===== src/rtl/ex_bus_arbiter.sv =====
// Round-robin arbiter sharing one single-port memory between NUM_REQ requesters, single or x2 (addr, addr+1) beats.
// Latency: grant -> o_mem_en 1 cycle; read data MEM_LAT+2 cycles after handshake, in issue order, tagged one-hot.
// Backpressure: combinational ready only in IDLE; x2 holds the bus one extra cycle; responses cannot be stalled.
module ex_bus_arbiter #(
  parameter int NUM_REQ = 3,
  parameter int ADDR_W  = 15,
  parameter int DATA_W  = 64,
  parameter int MEM_LAT = 2
) (
  input  logic                          i_clk,
  input  logic                          i_rst,
  input  logic [NUM_REQ-1:0]            i_req_valid,
  input  logic [NUM_REQ-1:0]            i_req_we,
  input  logic [NUM_REQ-1:0]            i_req_x2,
  input  logic [NUM_REQ*ADDR_W-1:0]     i_req_addr,
  input  logic [NUM_REQ*2*DATA_W-1:0]   i_req_wdata,
  output logic [NUM_REQ-1:0]            o_req_ready,
  output logic [NUM_REQ-1:0]            o_rsp_valid,
  output logic [DATA_W-1:0]             o_rsp_data,
  output logic                          o_mem_en,
  output logic                          o_mem_we,
  output logic [ADDR_W-1:0]             o_mem_addr,
  output logic [DATA_W-1:0]             o_mem_wdata,
  input  logic [DATA_W-1:0]             i_mem_rdata,
  output logic                          o_busy
);

  localparam int IDX_W = (NUM_REQ > 1) ? $clog2(NUM_REQ) : 1;

  typedef enum logic {
    ST_IDLE  = 1'b0,
    ST_BEAT2 = 1'b1
  } state_t;

  state_t state, state_nxt;

  logic [IDX_W-1:0]  rr_ptr;
  logic [IDX_W-1:0]  grant_idx;
  logic              grant_any;
  logic              hs;
  logic [NUM_REQ-1:0] ready;

  logic [ADDR_W-1:0] sel_addr;
  logic [DATA_W-1:0] sel_lo;
  logic [DATA_W-1:0] sel_hi;
  logic              sel_we;
  logic              sel_x2;

  logic [IDX_W-1:0]  b2_tag;
  logic              b2_we;
  logic [ADDR_W-1:0] b2_addr;
  logic [DATA_W-1:0] b2_wdata;

  logic              mem_en_q;
  logic              mem_we_q;
  logic [ADDR_W-1:0] mem_addr_q;
  logic [DATA_W-1:0] mem_wdata_q;
  logic [IDX_W-1:0]  mem_tag_q;

  logic [MEM_LAT:0]  pipe_vld;
  logic [IDX_W-1:0]  pipe_tag [0:MEM_LAT];
  logic [DATA_W-1:0] rsp_data_q;

  // First valid requester at or after the round-robin pointer, wrapping modulo NUM_REQ.
  always_comb begin
    int idx;
    logic [IDX_W-1:0] cand;
    grant_any = 1'b0;
    grant_idx = '0;
    idx       = 0;
    cand      = '0;
    for (int k = 0; k < NUM_REQ; k++) begin
      idx  = (int'(rr_ptr) + k) % NUM_REQ;
      cand = idx[IDX_W-1:0];
      if (!grant_any && i_req_valid[cand]) begin
        grant_any = 1'b1;
        grant_idx = cand;
      end
    end
  end

  assign sel_addr = i_req_addr[grant_idx*ADDR_W +: ADDR_W];
  assign sel_lo   = i_req_wdata[grant_idx*2*DATA_W +: DATA_W];
  assign sel_hi   = i_req_wdata[grant_idx*2*DATA_W + DATA_W +: DATA_W];
  assign sel_we   = i_req_we[grant_idx];
  assign sel_x2   = i_req_x2[grant_idx];

  always_comb begin
    state_nxt = state;
    ready     = '0;
    hs        = 1'b0;
    case (state)
      ST_IDLE: begin
        if (grant_any && !i_rst) begin
          ready[grant_idx] = 1'b1;
          hs               = 1'b1;
          if (sel_x2) begin
            state_nxt = ST_BEAT2;
          end
        end
      end
      ST_BEAT2: begin
        state_nxt = ST_IDLE;
      end
      default: begin
        state_nxt = ST_IDLE;
      end
    endcase
  end

  assign o_req_ready = ready;

  always_ff @(posedge i_clk) begin
    if (i_rst) begin
      state  <= ST_IDLE;
      rr_ptr <= '0;
    end else begin
      state <= state_nxt;
      if (hs) begin
        rr_ptr <= (grant_idx == IDX_W'(NUM_REQ - 1)) ? '0 : grant_idx + IDX_W'(1);
      end
    end
  end

  // Second beat is captured at handshake so the requester may drop or change its request immediately.
  always_ff @(posedge i_clk) begin
    if (i_rst) begin
      b2_tag   <= '0;
      b2_we    <= 1'b0;
      b2_addr  <= '0;
      b2_wdata <= '0;
    end else if (hs && sel_x2) begin
      b2_tag   <= grant_idx;
      b2_we    <= sel_we;
      b2_addr  <= sel_addr + ADDR_W'(1);
      b2_wdata <= sel_hi;
    end
  end

  // Address/data/we hold their last values when no access is issued.
  always_ff @(posedge i_clk) begin
    if (i_rst) begin
      mem_en_q    <= 1'b0;
      mem_we_q    <= 1'b0;
      mem_addr_q  <= '0;
      mem_wdata_q <= '0;
      mem_tag_q   <= '0;
    end else begin
      mem_en_q <= 1'b0;
      if (hs) begin
        mem_en_q    <= 1'b1;
        mem_we_q    <= sel_we;
        mem_addr_q  <= sel_addr;
        mem_wdata_q <= sel_lo;
        mem_tag_q   <= grant_idx;
      end else if (state == ST_BEAT2) begin
        mem_en_q    <= 1'b1;
        mem_we_q    <= b2_we;
        mem_addr_q  <= b2_addr;
        mem_wdata_q <= b2_wdata;
        mem_tag_q   <= b2_tag;
      end
    end
  end

  assign o_mem_en    = mem_en_q;
  assign o_mem_we    = mem_we_q;
  assign o_mem_addr  = mem_addr_q;
  assign o_mem_wdata = mem_wdata_q;

  // Tag pipe runs in lockstep with memory latency; the stage before the last marks when rdata is valid.
  always_ff @(posedge i_clk) begin
    if (i_rst) begin
      pipe_vld   <= '0;
      rsp_data_q <= '0;
      for (int i = 0; i <= MEM_LAT; i++) begin
        pipe_tag[i] <= '0;
      end
    end else begin
      pipe_vld    <= {pipe_vld[MEM_LAT-1:0], mem_en_q & ~mem_we_q};
      pipe_tag[0] <= mem_tag_q;
      for (int i = 1; i <= MEM_LAT; i++) begin
        pipe_tag[i] <= pipe_tag[i-1];
      end
      if (pipe_vld[MEM_LAT-1]) begin
        rsp_data_q <= i_mem_rdata;
      end
    end
  end

  always_comb begin
    o_rsp_valid = '0;
    if (pipe_vld[MEM_LAT]) begin
      o_rsp_valid[pipe_tag[MEM_LAT]] = 1'b1;
    end
  end

  assign o_rsp_data = rsp_data_q;
  assign o_busy     = (state == ST_BEAT2) | (|pipe_vld) | (mem_en_q & ~mem_we_q);

endmodule

===== config.mk =====
export PLATFORM = sky130hd
export DESIGN_NAME = ex_bus_arbiter
export DESIGN_NICKNAME = d
export VERILOG_FILES = /design/src/rtl/ex_bus_arbiter.sv
export SDC_FILE = /design/constraint.sdc
export NUM_CORES = 1
export LEC_CHECK = 0
export CAP_MARGIN = 10
export CORE_AREA = 2 2 252 254
export DETAILED_ROUTE_END_ITERATION = 16
export DIE_AREA = 0 0 254 256
export GPL_ROUTABILITY_DRIVEN = 1
export PLACE_DENSITY = 0.55
export RECOVER_POWER = 100
export SLEW_MARGIN = 20
export SYNTH_ARGS = -nofsm -noshare
export SYNTH_HDL_FRONTEND = slang
export SYNTH_SLANG_ARGS = --single-unit

===== constraint.sdc =====
create_clock -name i_clk -period 3.6 [get_ports i_clk]
set_clock_uncertainty 0.05 [all_clocks]
set_input_delay 0.9 -clock i_clk [delete_from_list [all_inputs] [get_ports i_clk]]
set_output_delay 0.9 -clock i_clk [all_outputs]
set_load 0.1 [all_outputs]

==> results by group <==
Critical path
  • Worst-path fanout max: 6
  • CP peak stage delay: 330 ps
  • Data required, critical path: 2650 ps
  • CP endpoint kind: output pin
  • Crit path cell chain: buf_6 -> ha_4 -> buf_4 -> mux2i_4 -> buf_4 -> nor2_4 -> a21oi_2 -> a31o_4 -> buf_6 -> nor3_4 -> buf_12
  • CP max-delay cell: dfxtp_2
  • Critical Path Start Type: flip-flop
  • Worst Path Arrival: 2630 ps
  • Critical path type: reg -> out

Flow run
  • Max-cap violations: 1

GRT
  • Largest net degree at the start of global routing: 186
  • Met3 usage: 0.03305
  • Vias in the first global route: 13740
  • Met2 Resource Use GR: 0.2714
  • Initial antenna violation count: 1
  • Met1 Track Usage GR: 0.1755
  • Tot GR Track Use: 0.1512
  • Busiest grt layer: met2
  • Global-route wire length before repair: 77520 um
  • Grt ovf: 0

Floorplanning
  • Height of the chip: 256 um
  • Die X: 254 um
  • Initial core utilization: 0.2026
  • Core area: 62390 um^2
  • Core Rows: 92
  • Boundary Pins: 656
  • DIE AREA: 65020 um^2

CTS
  • CTS root buf: clkbuf_16
  • CTS tree: yes
  • Clk buf depth: 3
  • Clock latency on the worst-skew pair: 560 ps
  • Sink Count: 241
  • Hold Buf Count CTS: 0
  • Num CTS Buffers: 30
  • Htree depth: 1
  • Clock slew at the register clock pins of the worst setup and hold paths: 60 ps

Routing
  • Total vias in the final route: 13310
  • DR DRC count: 0
  • Iteration-0 DRC Markers: 514
  • Vias/cell: 4.402
  • Routed Antenna Nets: 0
  • DRT Pass-1 Iters: 4
  • Final Routed Wirelength: 52220 um
  • Drt wl/cell: 17.28 um

Timing
  • Max Clock Freq: 279.3 MHz
  • Unrepaired setup endpoints after global routing: true
  • Worst setup margin: 19.89 ps
  • Worst slew pin tran: 2319 ps
  • Tcrit/Tclk final: 0.9945
  • Relative slew slack: -0.5457
  • Final min period: 3580 ps
  • Final hold violations: 0
  • Number of setup violations in the final report: 0
  • Final slew viol count: 186

Finish
  • Fraction of layout instances using a drive strength above 1: 0.1116
  • Seq. cell area: 4837 um^2
  • Area Overhead vs Synth: 66.41%
  • Final-stage net count: 2664
  • Fillers: 6709
  • Commonest cells after routing, fill and taps aside: clkdlybuf4s50_1, dfxtp_1, mux2i_1, nor2_1, nand2_1
  • Inserted Diodes: 0
  • Footprint of the multi-input gates: 7358 um^2
  • Most common cell after layout, fill and taps aside: clkdlybuf4s50_1

Place
  • Setup Slack @ Placement: -528.9 ps
  • Final HPWL DP: 40780 um
  • Final GP Congestion: 0.8660
  • IO buf count: 655

Pwr
  • LEAKAGE: 7.851 nW
  • Maximum VDD drop: 0.4548 mV
  • Power Total: 20.28 mW
  • PwrDens: 963.9 nW/um^2

Worst hold path
  • Hold Path Class: reg -> reg

Synthesis
  • Library cells used by synthesis: 55
  • Synth warn: 0
  • Cell Area, Synth: 12640 um^2
  • EDFF count, synth: 0
  • Average cell area after synthesis: 8.496 um^2
  • Post-synthesis sequential area ratio: 0.3816
  • Syn Inst Count: 1488
  • Syn_nets: 1997
  • Ys flop type: dfxtp_1
  • Synth Register Bits: 241
  • Asr flop ratio synth: 0

Outcome
  • Status: finished with violations
  • Failing checks: max-capacitance violations, max-slew violations
-- worst max-delay path, delay by kind of cell (launching register included) --
kind | cells | cell delay (ps)
AO/OA/AOI/OAI | 2 | 300
adder cells (fa/ha/maj) | 1 | 180
buffers and inverters | 5 | 750
flip-flops | 1 | 330
multiplexers | 1 | 190
AND/OR/NAND/NOR | 2 | 300
-- cell families (layout without fill, tap and decap cells) --
family                     Yosys count  in the layout  share of synthesized area
and+or+nand+nor                    532            532                     0.1934
AOI/OAI and AO/OA                  333            333                     0.1846
DFF                                241            241                     0.3816
muxes                              224            224                     0.1779
buffers and inverters              143            832                    0.05057
xor gates and xnor gates            10             10                   0.006928
adders and majority gates            5              5                   0.004949
-- registers in the layout, indices dropped and copies added (netlist names), 3 cells and up --
register and flops:
b2_wdata 64, o_mem_wdata 64, o_rsp_data 64, b2_addr 15
o_mem_addr 15, pipe_tag 6, pipe_vld 3
-- through the flow --
stage / hold slack (ps) / TNS, ps / utilization / cells / area [um^2]
2_1_floorplan: 363.8 / -854.2 / - / 1488 / 12730
3_5_place_dp: 379.8 / -45850 / 0.3251 / 2955 / 20290
6_report: 378.8 / 0 / 0.3372 / 3023 / 21040
4_1_cts: 386.1 / 0 / 0.3443 / 3020 / 21480
3_3_place_gp: 380.7 / -40310 / 0.3251 / 2955 / 20290
5_1_grt: 405.9 / -375.0 / 0.3372 / 3023 / 21040
-- layer usage --
layer,routed length (um),up-vias,part of all wire
met2,25470,472,0.49
met5,12,-,0.00023
met1,21390,6107,0.41
met4,1767,2,0.034
met3,3582,96,0.069
li1,-,6629,-
-- final timing paths --
check	from	endpoint	slack (ps)	depth (start not counted)
worst max register to register	rr_ptr[0]$_SDFFE_PP0P_	b2_addr[10]$_SDFFE_PP0P_	220	16
worst min-delay path	pipe_tag[0][3]$_SDFF_PP0_	pipe_tag[0][5]$_SDFF_PP0_	380	1
worst min register to register	pipe_tag[0][3]$_SDFF_PP0_	pipe_tag[0][5]$_SDFF_PP0_	380	1
worst max-delay path	rr_ptr[0]$_SDFFE_PP0P_	o_req_ready[2]	20	11
-- layout make-up --
| class | instances | area share |
|---|---|---|
| Clock buffer | 41 | 0.04151 |
| Clock inverter | 13 | 0.006185 |
| Inverter | 4 | 0.0008921 |
| Multi-Input combinational cell | 1104 | 0.3498 |
| Sequential cell | 241 | 0.2299 |
| Tap cell | 846 | 0.05032 |
| Timing Repair Buffer | 774 | 0.3214 |
-- Yosys cell counts, types with 3 or more instances --
cell,number,area share
nor2b_1,74,0.037
o211ai_1,64,0.038
dfxtp_1,241,0.38
buf_6,6,0.0053
clkbuf_1,87,0.026
nand2b_1,3,0.0015
buf_2,34,0.013
nor3_1,73,0.029
xnor2_1,5,0.0035
nor2_1,191,0.057
ha_1,5,0.0049
nor4_2,4,0.0040
o2bb2ai_1,4,0.0028
inv_1,3,0.00089
o21ai_0,12,0.0048
xor2_1,5,0.0035
buf_4,4,0.0024
a211oi_1,135,0.080
nand3b_1,6,0.0036
mux2_2,6,0.0053
buf_1,8,0.0024
a21oi_1,92,0.036
mux2i_1,218,0.17
nand3_1,6,0.0024
nand2_1,160,0.048
o2bb2ai_2,6,0.0071
-- report_power, final --
group	internal [mW]	switching [mW]	total [mW]	leakage, nW
sequential	3.45	0.491	3.94	1.97
clock	1.83	1.19	3.03	0.491
combinational	4.64	8.67	13.3	5.39
total	9.92	10.4	20.3	7.85
-- timing repair --
action | 4_1_cts | 5_1_grt
buffers inserted | 14 | 3
endpoints found under the setup margin | 3 | 5
resized for setup | 30 | 14
pin swaps | 8 | 10
Note: power is estimated with default switching activity, not from simulation.
